[config.mk]
export PLATFORM = sky130hd
export DESIGN_NAME = reward_placer
export DESIGN_NICKNAME = d
export VERILOG_FILES = /design/src/rtl/snake_pkg.sv /design/src/rtl/reward_coord_stepper.sv /design/src/rtl/reward_placer.sv
export SDC_FILE = /design/constraint.sdc
export NUM_CORES = 1
export LEC_CHECK = 0
export CAP_MARGIN = 25
export CORE_AREA = 2 2 86 72
export CTS_CLUSTER_DIAMETER = 80
export DETAILED_ROUTE_END_ITERATION = 7
export DIE_AREA = 0 0 88 74
export HOLD_SLACK_MARGIN = 0.15
export PLACE_DENSITY = 0.68
export SYNTH_ARGS = -nofsm -noshare
export SYNTH_HDL_FRONTEND = slang
export SYNTH_SLANG_ARGS = --single-unit
[constraint.sdc]
create_clock -name clk -period 4.3 [get_ports clk]
set_clock_uncertainty 0.2 [all_clocks]
set_input_delay 0.43 -clock clk [delete_from_list [all_inputs] [get_ports clk]]
set_output_delay 0.43 -clock clk [all_outputs]
set_load 0.005 [all_outputs]
[src/rtl/snake_pkg.sv]
// Shared types and constants for the reward placement path: FSM states,
// coordinate width, legal grid bounds and the per-type score table.
package snake_pkg;

  localparam int COORD_W = 6;
  typedef logic [COORD_W-1:0] coord_t;

  localparam coord_t X_MIN = 6'd4;
  localparam coord_t X_MAX = 6'd19;
  localparam coord_t Y_MIN = 6'd2;
  localparam coord_t Y_MAX = 6'd9;

  localparam logic [3:0] MAX_RETRY = 4'd15;

  localparam logic [3:0] SCORE_T1 = 4'd1;
  localparam logic [3:0] SCORE_T2 = 4'd2;
  localparam logic [3:0] SCORE_T3 = 4'd5;

  localparam int BLINK_DIV = 12_500_000;

  typedef enum logic [2:0] {
    S_IDLE,
    S_ARM,
    S_QUERY,
    S_WAIT,
    S_PLACED,
    S_ACK
  } state_e;

  function automatic coord_t clamp(input coord_t v, input coord_t lo, input coord_t hi);
    if (v < lo)      return lo;
    else if (v > hi) return hi;
    else             return v;
  endfunction

  function automatic logic [3:0] score_of(input logic [1:0] kind);
    case (kind)
      2'd1:    return SCORE_T1;
      2'd2:    return SCORE_T2;
      2'd3:    return SCORE_T3;
      default: return 4'd0;
    endcase
  endfunction

endpackage

[src/rtl/reward_coord_stepper.sv]
// Advances a candidate reward cell one column right, wrapping to the next
// row (and from the last row back to the first) inside the legal grid.
module reward_coord_stepper
  import snake_pkg::*;
(
  input  logic [COORD_W-1:0] x_i,
  input  logic [COORD_W-1:0] y_i,
  output logic [COORD_W-1:0] x_o,
  output logic [COORD_W-1:0] y_o
);

  always_comb begin
    // NOTE: every output gets a default first so no path leaves it unassigned (no latch).
    x_o = x_i + COORD_W'(1);
    y_o = y_i;
    if (x_i >= X_MAX) begin
      x_o = X_MIN;
      y_o = (y_i >= Y_MAX) ? Y_MIN : y_i + COORD_W'(1);
    end
  end

endmodule

[src/rtl/reward_placer.sv]
// Consumer end of the reward set_require/set_finish handshake: places a
// reward clear of the snake body, holds it, detects the eat, emits score.
// Optional blinking of the rendered reward: define REWARD_BLINK_EN.
module reward_placer
  import snake_pkg::*;
(
  input  logic               clk,
  input  logic               rst_n,
  input  logic               set_require,
  input  logic [1:0]         req_type,
  input  logic [COORD_W-1:0] req_xpos,
  input  logic [COORD_W-1:0] req_ypos,
  output logic               set_finish,
  output logic [COORD_W-1:0] occ_x,
  output logic [COORD_W-1:0] occ_y,
  input  logic               occ_hit,
  input  logic [COORD_W-1:0] head_x,
  input  logic [COORD_W-1:0] head_y,
  output logic               reward_valid,
  output logic               reward_visible,
  output logic [COORD_W-1:0] reward_x,
  output logic [COORD_W-1:0] reward_y,
  output logic [1:0]         reward_kind,
  output logic               eaten,
  output logic [3:0]         score_add
);

  state_e             state_q;
  logic               req_q;
  logic               finish_q;
  logic               valid_q;
  logic               eaten_q;
  logic [3:0]         score_q;
  logic [3:0]         retry_q;
  logic [1:0]         kind_q;
  logic [1:0]         rew_kind_q;
  logic [COORD_W-1:0] cand_x_q, cand_y_q;
  logic [COORD_W-1:0] rew_x_q, rew_y_q;
  logic [COORD_W-1:0] step_x_d, step_y_d;
  logic               rise;
  logic               head_hit;

  assign rise     = set_require & ~req_q;
  // valid_q is still low on the placement edge, so a head already on the
  // cell is only seen as an eat from the following clock.
  assign head_hit = valid_q && (head_x == rew_x_q) && (head_y == rew_y_q);

  reward_coord_stepper u_stepper (
    .x_i (cand_x_q),
    .y_i (cand_y_q),
    .x_o (step_x_d),
    .y_o (step_y_d)
  );

  // NOTE: sequential state uses non-blocking assignments only; later
  // assignments in the same block override earlier ones (ARM beats an eat).
  always_ff @(posedge clk or negedge rst_n) begin
    if (!rst_n) begin
      state_q    <= S_IDLE;
      req_q      <= 1'b0;
      finish_q   <= 1'b0;
      valid_q    <= 1'b0;
      eaten_q    <= 1'b0;
      score_q    <= '0;
      retry_q    <= '0;
      kind_q     <= '0;
      rew_kind_q <= '0;
      cand_x_q   <= '0;
      cand_y_q   <= '0;
      rew_x_q    <= '0;
      rew_y_q    <= '0;
    end else begin
      req_q   <= set_require;
      eaten_q <= 1'b0;
      score_q <= '0;
      if (head_hit) begin
        eaten_q    <= 1'b1;
        score_q    <= score_of(rew_kind_q);
        valid_q    <= 1'b0;
        rew_kind_q <= '0;
      end

      case (state_q)
        S_IDLE: if (rise) state_q <= S_ARM;
        S_ARM: begin
          if (req_type == 2'd0) begin
            state_q <= S_IDLE;
          end else begin
            kind_q     <= req_type;
            cand_x_q   <= clamp(req_xpos, X_MIN, X_MAX);
            cand_y_q   <= clamp(req_ypos, Y_MIN, Y_MAX);
            retry_q    <= '0;
            valid_q    <= 1'b0;
            rew_kind_q <= '0;
            eaten_q    <= 1'b0;
            score_q    <= '0;
            state_q    <= S_QUERY;
          end
        end
        S_QUERY: state_q <= S_WAIT;
        S_WAIT: begin
          if (!occ_hit) begin
            valid_q    <= 1'b1;
            rew_x_q    <= cand_x_q;
            rew_y_q    <= cand_y_q;
            rew_kind_q <= kind_q;
            finish_q   <= 1'b1;
            state_q    <= S_PLACED;
          end else if (retry_q == MAX_RETRY) begin
            finish_q <= 1'b1;
            state_q  <= S_ACK;
          end else begin
            cand_x_q <= step_x_d;
            cand_y_q <= step_y_d;
            retry_q  <= retry_q + 4'd1;
            state_q  <= S_QUERY;
          end
        end
        S_PLACED: state_q <= S_ACK;
        S_ACK: begin
          if (!set_require) begin
            finish_q <= 1'b0;
            state_q  <= S_IDLE;
          end
        end
        default: state_q <= S_IDLE;
      endcase
    end
  end

`ifdef REWARD_BLINK_EN
  localparam int BLINK_W = $clog2(BLINK_DIV);

  logic [BLINK_W-1:0] blink_cnt_q;
  logic               blink_off_q;

  always_ff @(posedge clk or negedge rst_n) begin
    if (!rst_n) begin
      blink_cnt_q <= '0;
      blink_off_q <= 1'b0;
    end else if (!valid_q) begin
      blink_cnt_q <= '0;
      blink_off_q <= 1'b0;
    end else if (blink_cnt_q == BLINK_W'(BLINK_DIV - 1)) begin
      blink_cnt_q <= '0;
      blink_off_q <= ~blink_off_q;
    end else begin
      blink_cnt_q <= blink_cnt_q + BLINK_W'(1);
    end
  end

  assign reward_visible = valid_q & ~blink_off_q;
`else
  assign reward_visible = valid_q;
`endif

  assign set_finish   = finish_q;
  assign occ_x        = cand_x_q;
  assign occ_y        = cand_y_q;
  assign reward_valid = valid_q;
  assign reward_x     = rew_x_q;
  assign reward_y     = rew_y_q;
  assign reward_kind  = rew_kind_q;
  assign eaten        = eaten_q;
  assign score_add    = score_q;

endmodule

==> After elaboration in Yosys (flattened, before gate mapping) <==
Cells that the tools add are included.
{ "word_totals": {"latchBits": 0, "out_inout_bits": 34, "mem_count": 0, "inputBits": 30, "wordCells": 100, "ramBits": 0, "mem_bits_ro": 0, "reg_bits": 43} }
{ "classes": {"n_reduce_logical": 12, "n_bitwise": 4, "shifts": 0, "add_sub_neg": 3, "div": 0, "n_mul": 0, "n_lt_le_gt_ge": 6, "n_mux": 44, "eq_ne": 18} }
{ "ops": {"columns": ["operator", "n"], "rows": [
  ["6-bit two-way mux", 13],
  ["6-bit one-hot mux with 2 select lines", 2],
  ["4-bit two-way mux", 5],
  ["3-bit one-hot mux with 6 select lines", 1],
  ["3-bit two-way mux", 5],
  ["6-bit by 1-bit adder with 6-bit output (second input constant)", 2],
  ["6-bit == test", 2],
  ["2-bit != test (second input constant)", 5],
  ["1-bit two-way mux", 9],
  ["3-bit one-hot mux with 3 select lines", 1],
  ["2-bit two-way mux", 4],
  ["4-bit one-hot mux with 2 select lines", 1],
  ["3-bit by 2-bit == test with 1-bit output (second input constant)", 2],
  ["3-bit == test (second input constant)", 2],
  ["6-bit by 4-bit greater-or-equal comparator with 1-bit output (second input constant)", 1],
  ["6-bit by 5-bit greater-or-equal comparator with 1-bit output (second input constant)", 1],
  ["6-bit by 4-bit > comparator with 1-bit output (second input constant)", 1],
  ["6-bit by 5-bit > comparator with 1-bit output (second input constant)", 1],
  ["6-bit by 2-bit < comparator with 1-bit output (second input constant)", 1],
  ["6-bit by 3-bit < comparator with 1-bit output (second input constant)", 1],
  ["2-bit AND reduction", 3],
  ["5-bit AND reduction", 1],
  ["4-bit by 1-bit adder with 4-bit output (second input constant)", 1],
  ["2-bit == test (second input constant)", 2],
  ["other kinds (15)", 20]
]} }

==> Longest topological paths before layout <==
{ "depth": {"depth_word": 6, "ltp_mapped": 6, "depth_no_buf": 6} }

==> Hierarchy <==
From an unflattened synthesis, not the netlist that was laid out.
{ "unflattened": {"hier_cells": 214, "area_unflattened_um2": 2254.7} }
{ "by_module_without_submodules": {"columns": ["mod", "cells_per_inst", "area_per_inst_um2", "seq_area_each_um2", "instances"], "rows": [
  ["reward_placer", 175, 1980.6, 1051.0, 1],
  ["reward_coord_stepper", 39, 274.0, 0.0, 1]
]} }

==> Worst setup path before layout <==
Ideal clock, no wire load.
{ "synth_path": {"path_type": "reg-to-reg", "from": "register cand_y_q[0] (netlist: occ_y[0])", "to": "register cand_y_q[3] (netlist: occ_y[3])", "setup_time_ps": 80, "period_less_slack_ps": 2171, "t_required_ps": 4020, "path_stages_with_launch": 7, "path_slack_ps": 2129, "arrival_ps": 1890, "path_buffers": 0, "path_cell_list": "dfrtp_1 > inv_1 > ha_1 > or3b_4 > a2111o_1 > o32a_1 > o211ai_2"} }
{ "synth_via": {"elab_chain_cells": 6, "word_cells_on_any_way": 7, "classes_between": "1 x add/sub; 1 x order compare; 5 x mux"} }
{ "synth_rtl": {"columns": ["item", "line_no", "text"], "rows": [
  ["from (decl)", "reward_placer.sv:37", "logic [COORD_W-1:0] cand_x_q, cand_y_q;"],
  ["from (signal assigned)", "reward_placer.sv:91", "cand_y_q <= clamp(req_ypos, Y_MIN, Y_MAX);"],
  ["from (signal assigned)", "reward_placer.sv:114", "cand_y_q <= step_y_d;"],
  ["6-bit by 1-bit adder with 6-bit output or 6-bit by 4-bit greater-or-equal comparator with 1-bit output (tied branches)", "reward_coord_stepper.sv:18", "y_o = (y_i >= Y_MAX) ? Y_MIN : y_i + COORD_W'(1);"],
  ["6-bit two-way mux (*)", "reward_coord_stepper.sv:18", null],
  ["6-bit two-way mux (*)", "reward_coord_stepper.sv:16", "if (x_i >= X_MAX) begin"],
  ["6-bit two-way mux (*)", "reward_placer.sv:109", "end else if (retry_q == MAX_RETRY) begin"],
  ["6-bit two-way mux (*)", "reward_placer.sv:102", "if (!occ_hit) begin"],
  ["6-bit one-hot mux with 2 select lines (*)", "reward_placer.sv:83", "case (state_q)"]
]} }
Mark *: on every way between the ends. The rest lies on a longest branch, timed or not. The select of a mux whose other input is x is not followed.
A chain may end at the register's enable or synchronous reset.

==> Worst setup path in the final report <==
{ "layout_path": {"from": "register state_q[2]", "to": "register rew_y_q[2] (netlist: reward_y[2])"} }
{ "layout_via": {"elab_chain_cells": 2} }
{ "layout_rtl": {"columns": ["item", "line_no", "text"], "rows": [
  ["from (decl)", "reward_placer.sv:28", "state_e state_q;"],
  ["from (signal assigned)", "reward_placer.sv:59", "state_q <= S_IDLE;"],
  ["from (signal assigned)", "reward_placer.sv:84", "S_IDLE: if (rise) state_q <= S_ARM;"],
  ["from (signal assigned)", "reward_placer.sv:87", "state_q <= S_IDLE;"],
  ["3-bit by 2-bit == test with 1-bit output", "reward_placer.sv:83", null],
  ["2-bit AND reduction (no line)", null, null],
  ["to (signal assigned)", "reward_placer.sv:105", "rew_y_q <= cand_y_q;"],
  ["to (decl)", "reward_placer.sv:38", "logic [COORD_W-1:0] rew_x_q, rew_y_q;"]
]} }
No other way between the ends.

==> flow_metrics.py <==
metrics = {
    "status": {
        "status": "complete, no violations",
    },
    "logic_synthesis": {
        "yosys_warnings": 0,
        "async_reset_ff_share_pct": 100,
        "yosys.area_share.simple_pct": 14.8,
        "ys_types": 55,
        "synthTopCellsByArea": "dfrtp_1, xnor2_1, mux2_1",
        "synth-adder-area-share_pct": 2.87,
        "synth_compound_area_share_pct": 18.4,
        "synth_top_cell_by_area": "dfrtp_1",
        "synth_top_family_by_area": "compound AO/OA/AOI/OAI gates",
        "synth-xor-area-share_pct": 4.82,
        "muxShareOfSynthArea_pct": 7.12,
        "synth_top_area_share_pct": 48.2,
        "synth_ff_type": "dfrtp_1",
        "ys_seq_elements": 42,
        "syn_area_um2": 2180,
        "syn_inst": 205,
        "ys_seq_area_share_pct": 48.2,
        "synth_edf_count": 0,
        "syn_nets": 240,
        "synth.avg_cell_area_um2": 10.6,
    },
    "grt": {
        "antenna_found_initial": 0,
        "met3_usage_pct": 3.88,
        "grt_util_all_layers_pct": 16.4,
        "busiest_layer": "met2",
        "met1_usage_pct": 24.0,
        "use_met2_pct": 24.6,
        "grt_pass1_wl_mm": 8.26,
        "grt_max_degree": 43,
        "grt_remaining_overflow": 0,
        "grt_pass1_vias": 1730,
    },
    "clocking": {
        "clk_path_buf_depth": 2,
        "postCtsResizedCells": 0,
        "ctsHtreeMaxLevel": 2,
        "insertion_delay_ns": 0.29,
        "numClockSinks": 42,
        "clk_pin_slew_ns": 0.08,
        "clockRootBuffer": "clkbuf_8",
        "cts_tree": "built",
        "numCtsBuffers": 5,
    },
    "power_and_ir_drop": {
        "vdd_drop_max_mv": 0.262,
        "p_per_area_nw_per_um2": 555,
        "p_leak_nw": 1.23,
    },
    "setup_path": {
        "cp_max_fo": 13,
        "worst_setup_path_start_kind": "flip-flop",
        "crit_required_ns": 4.27,
        "critPathArrivalTime_ns": 2.61,
        "endpoint_kind": "flip-flop",
        "critical_path_class": "flip-flop to flip-flop",
    },
    "sta": {
        "worst_pin_slew_ns": 0.925,
        "relSlewSlack_pct": 38.3,
        "finalSetupViolCount": 0,
        "finalSetupTns_ns": 0,
        "fin_crit_sh_pct": 61.3,
        "max_freq_mhz": 379,
        "layout_setup_ws_ns": 1.66,
        "hold_viol_final": 0,
        "rsz0062_at_grt": "no",
        "fin_crit_ns": 2.64,
        "finalMaxSlewViolations": 0,
    },
    "floorplanning": {
        "core_um2": 5660,
        "die_w_um": 88,
        "io-pin-count": 64,
        "rows": 25,
        "die_height_um": 74,
        "design.die.area_um2": 6510,
        "start_util_pct": 38.5,
    },
    "drt": {
        "drc": 0,
        "drtIter0Drc": 97,
        "vias": 1799,
        "via_per_inst": 5.13,
        "drt-total-wl_mm": 4.98,
        "antenna_left": 0,
        "first_pass_iters": 4,
        "wl_per_cell_um": 14.2,
    },
    "layout": {
        "layout-drive-gt1-share_pct": 7.78,
        "finalNetCount": 304,
        "fill_cells": 518,
        "finalNonFillerCells": 351,
        "areaGrowthSynthToFinish_pct": 36.2,
        "num_antenna_cells": 0,
        "design_area_um2": 2970,
    },
    "placement": {
        "gp_congestion": 0.801,
        "dpl_worst_slack_ns": 1.68,
        "postPlaceCellArea_um2": 2870,
        "io_buffers": 62,
        "dp_hpwl_mm": 3.69,
        "dp_cells": 342,
    },
    "run": {
        "maxCapViolations": 0,
    },
    "min_path": {
        "min_path_type": "flip-flop to flip-flop",
    },
}
==> stage by stage <==
step	utilization (%)	power [W]	hold WS (ns)
final	52.4	0.00165	0.288
after global routing	52.4	0.00178	0.309
after global placement	50.7	0.00138	0.270
after detailed placement	50.7	0.00140	0.271
after CTS	52.4	0.00167	0.292
after floorplan	-	0.00106	-0.0656
==> path summary, 6_finish.rpt <==
kind / start / to / depth (start not counted) / slack [ns]
worst min register to register: kind_q[0] / kind_q[0] / 2 / 0.29
min in group asynchronous: rst_n / occ_x[2] / 2 / 0.61
worst max register to register: state_q[2] / reward_y[2] / 4 / 1.66
max in group asynchronous: rst_n / occ_y[3] / 2 / 2.71
worst max-delay path: state_q[2] / reward_y[2] / 4 / 1.66
worst min-delay path: kind_q[0] / kind_q[0] / 2 / 0.29
==> placed cells by master, fill, tap and decap left out, types with 2 or more instances in the layout <==
master | Yosys | final
o21ai_1 | 6 | 6
a32o_1 | 2 | 2
nand4_1 | 2 | 2
or3_1 | 2 | 2
and2_1 | 4 | 4
o31a_1 | 2 | 2
a32oi_1 | 3 | 3
o211ai_1 | 3 | 3
nand2b_1 | 2 | 2
clkdlybuf4s50_1 | 0 | 61
nand2_1 | 12 | 12
o21ai_0 | 8 | 8
o21bai_1 | 2 | 2
a21oi_1 | 11 | 11
mux2i_1 | 2 | 2
ha_1 | 5 | 5
nor3_1 | 2 | 2
a211oi_1 | 3 | 3
a22oi_1 | 2 | 2
nor2_1 | 11 | 11
o22ai_1 | 2 | 2
nand3b_1 | 3 | 3
clkbuf_8 | 0 | 6
xnor2_1 | 12 | 12
dfrtp_1 | 42 | 42
mux2_1 | 7 | 7
inv_1 | 11 | 11
mux2_2 | 5 | 5
nand3_1 | 8 | 8
==> critical path, cell delays in order (launching register included) <==
cell      delay (ns)
dfrtp_1         0.46
nand3b_1        0.56
nor2_1          0.66
buf_4           0.29
mux2_2          0.34
==> state kept, by name (all words and copies together), names as in the netlist <==
name	cells
req_q	1
kind_q	2
reward_y	6
set_finish	1
reward_valid	1
occ_y	6
occ_x	6
reward_x	6
score_add	3
retry_q	4
state_q	3
eaten	1
reward_kind	2
==> cell usage after synthesis (4+ instances only) <==
cell and number:
dfrtp_1 42, nand2_1 12, xnor2_1 12, a21oi_1 11, inv_1 11, nor2_1 11
nand3_1 8, o21ai_0 8, mux2_1 7, o21ai_1 6, ha_1 5, mux2_2 5
and2_1 4
==> power breakdown <==
part	switching, W	internal [W]	leakage (nW)
Clock	0.000129	0.000130	0.0482
Combinational	0.000309	0.000404	0.643
Sequential	0.000157	0.000519	0.537
==> area by class of cell <==
| cell class | count | area, um^2 | area share (%) |
|---|---|---|---|
| Inverter | 11 | 41.3 | 1.39 |
| Tap cell | 81 | 101 | 3.41 |
| Sequential cell | 42 | 1050 | 35.4 |
| Timing Repair Buffer | 64 | 633 | 21.3 |
| Clock inverter | 1 | 5.00 | 0.169 |
| Clock buffer | 7 | 86.3 | 2.91 |
| Multi-Input combinational cell | 145 | 1050 | 35.4 |
==> logic make-up (layout without fill, tap and decap cells) <==
kind of cell               count (synthesis)  after routing
adders and majority gates                  5              5
xor gates and xnor gates                  12             12
muxes                                     14             14
and+or+nand+nor                           57             57
AOI/OAI and AO/OA                         56             56
buffers and inverters                     18             83
DFF                                       42             42
other                                      1              1
==> per-layer routing <==
layer | wire length (um) | up-vias
met5 | 0 | -
met4 | 57 | 0
met3 | 260 | 7
met2 | 2140 | 51
met1 | 2520 | 859
li1 | - | 882
==> what timing repair did <==
| item | CTS | global route |
|---|---|---|
| hold endpoints to repair | 42 | 0 |
| endpoints found under the setup margin | 0 | 0 |
| setup buffers | 0 | 0 |
| hold buffers | 1 | 0 |
Power figures use the tool's default switching activity.
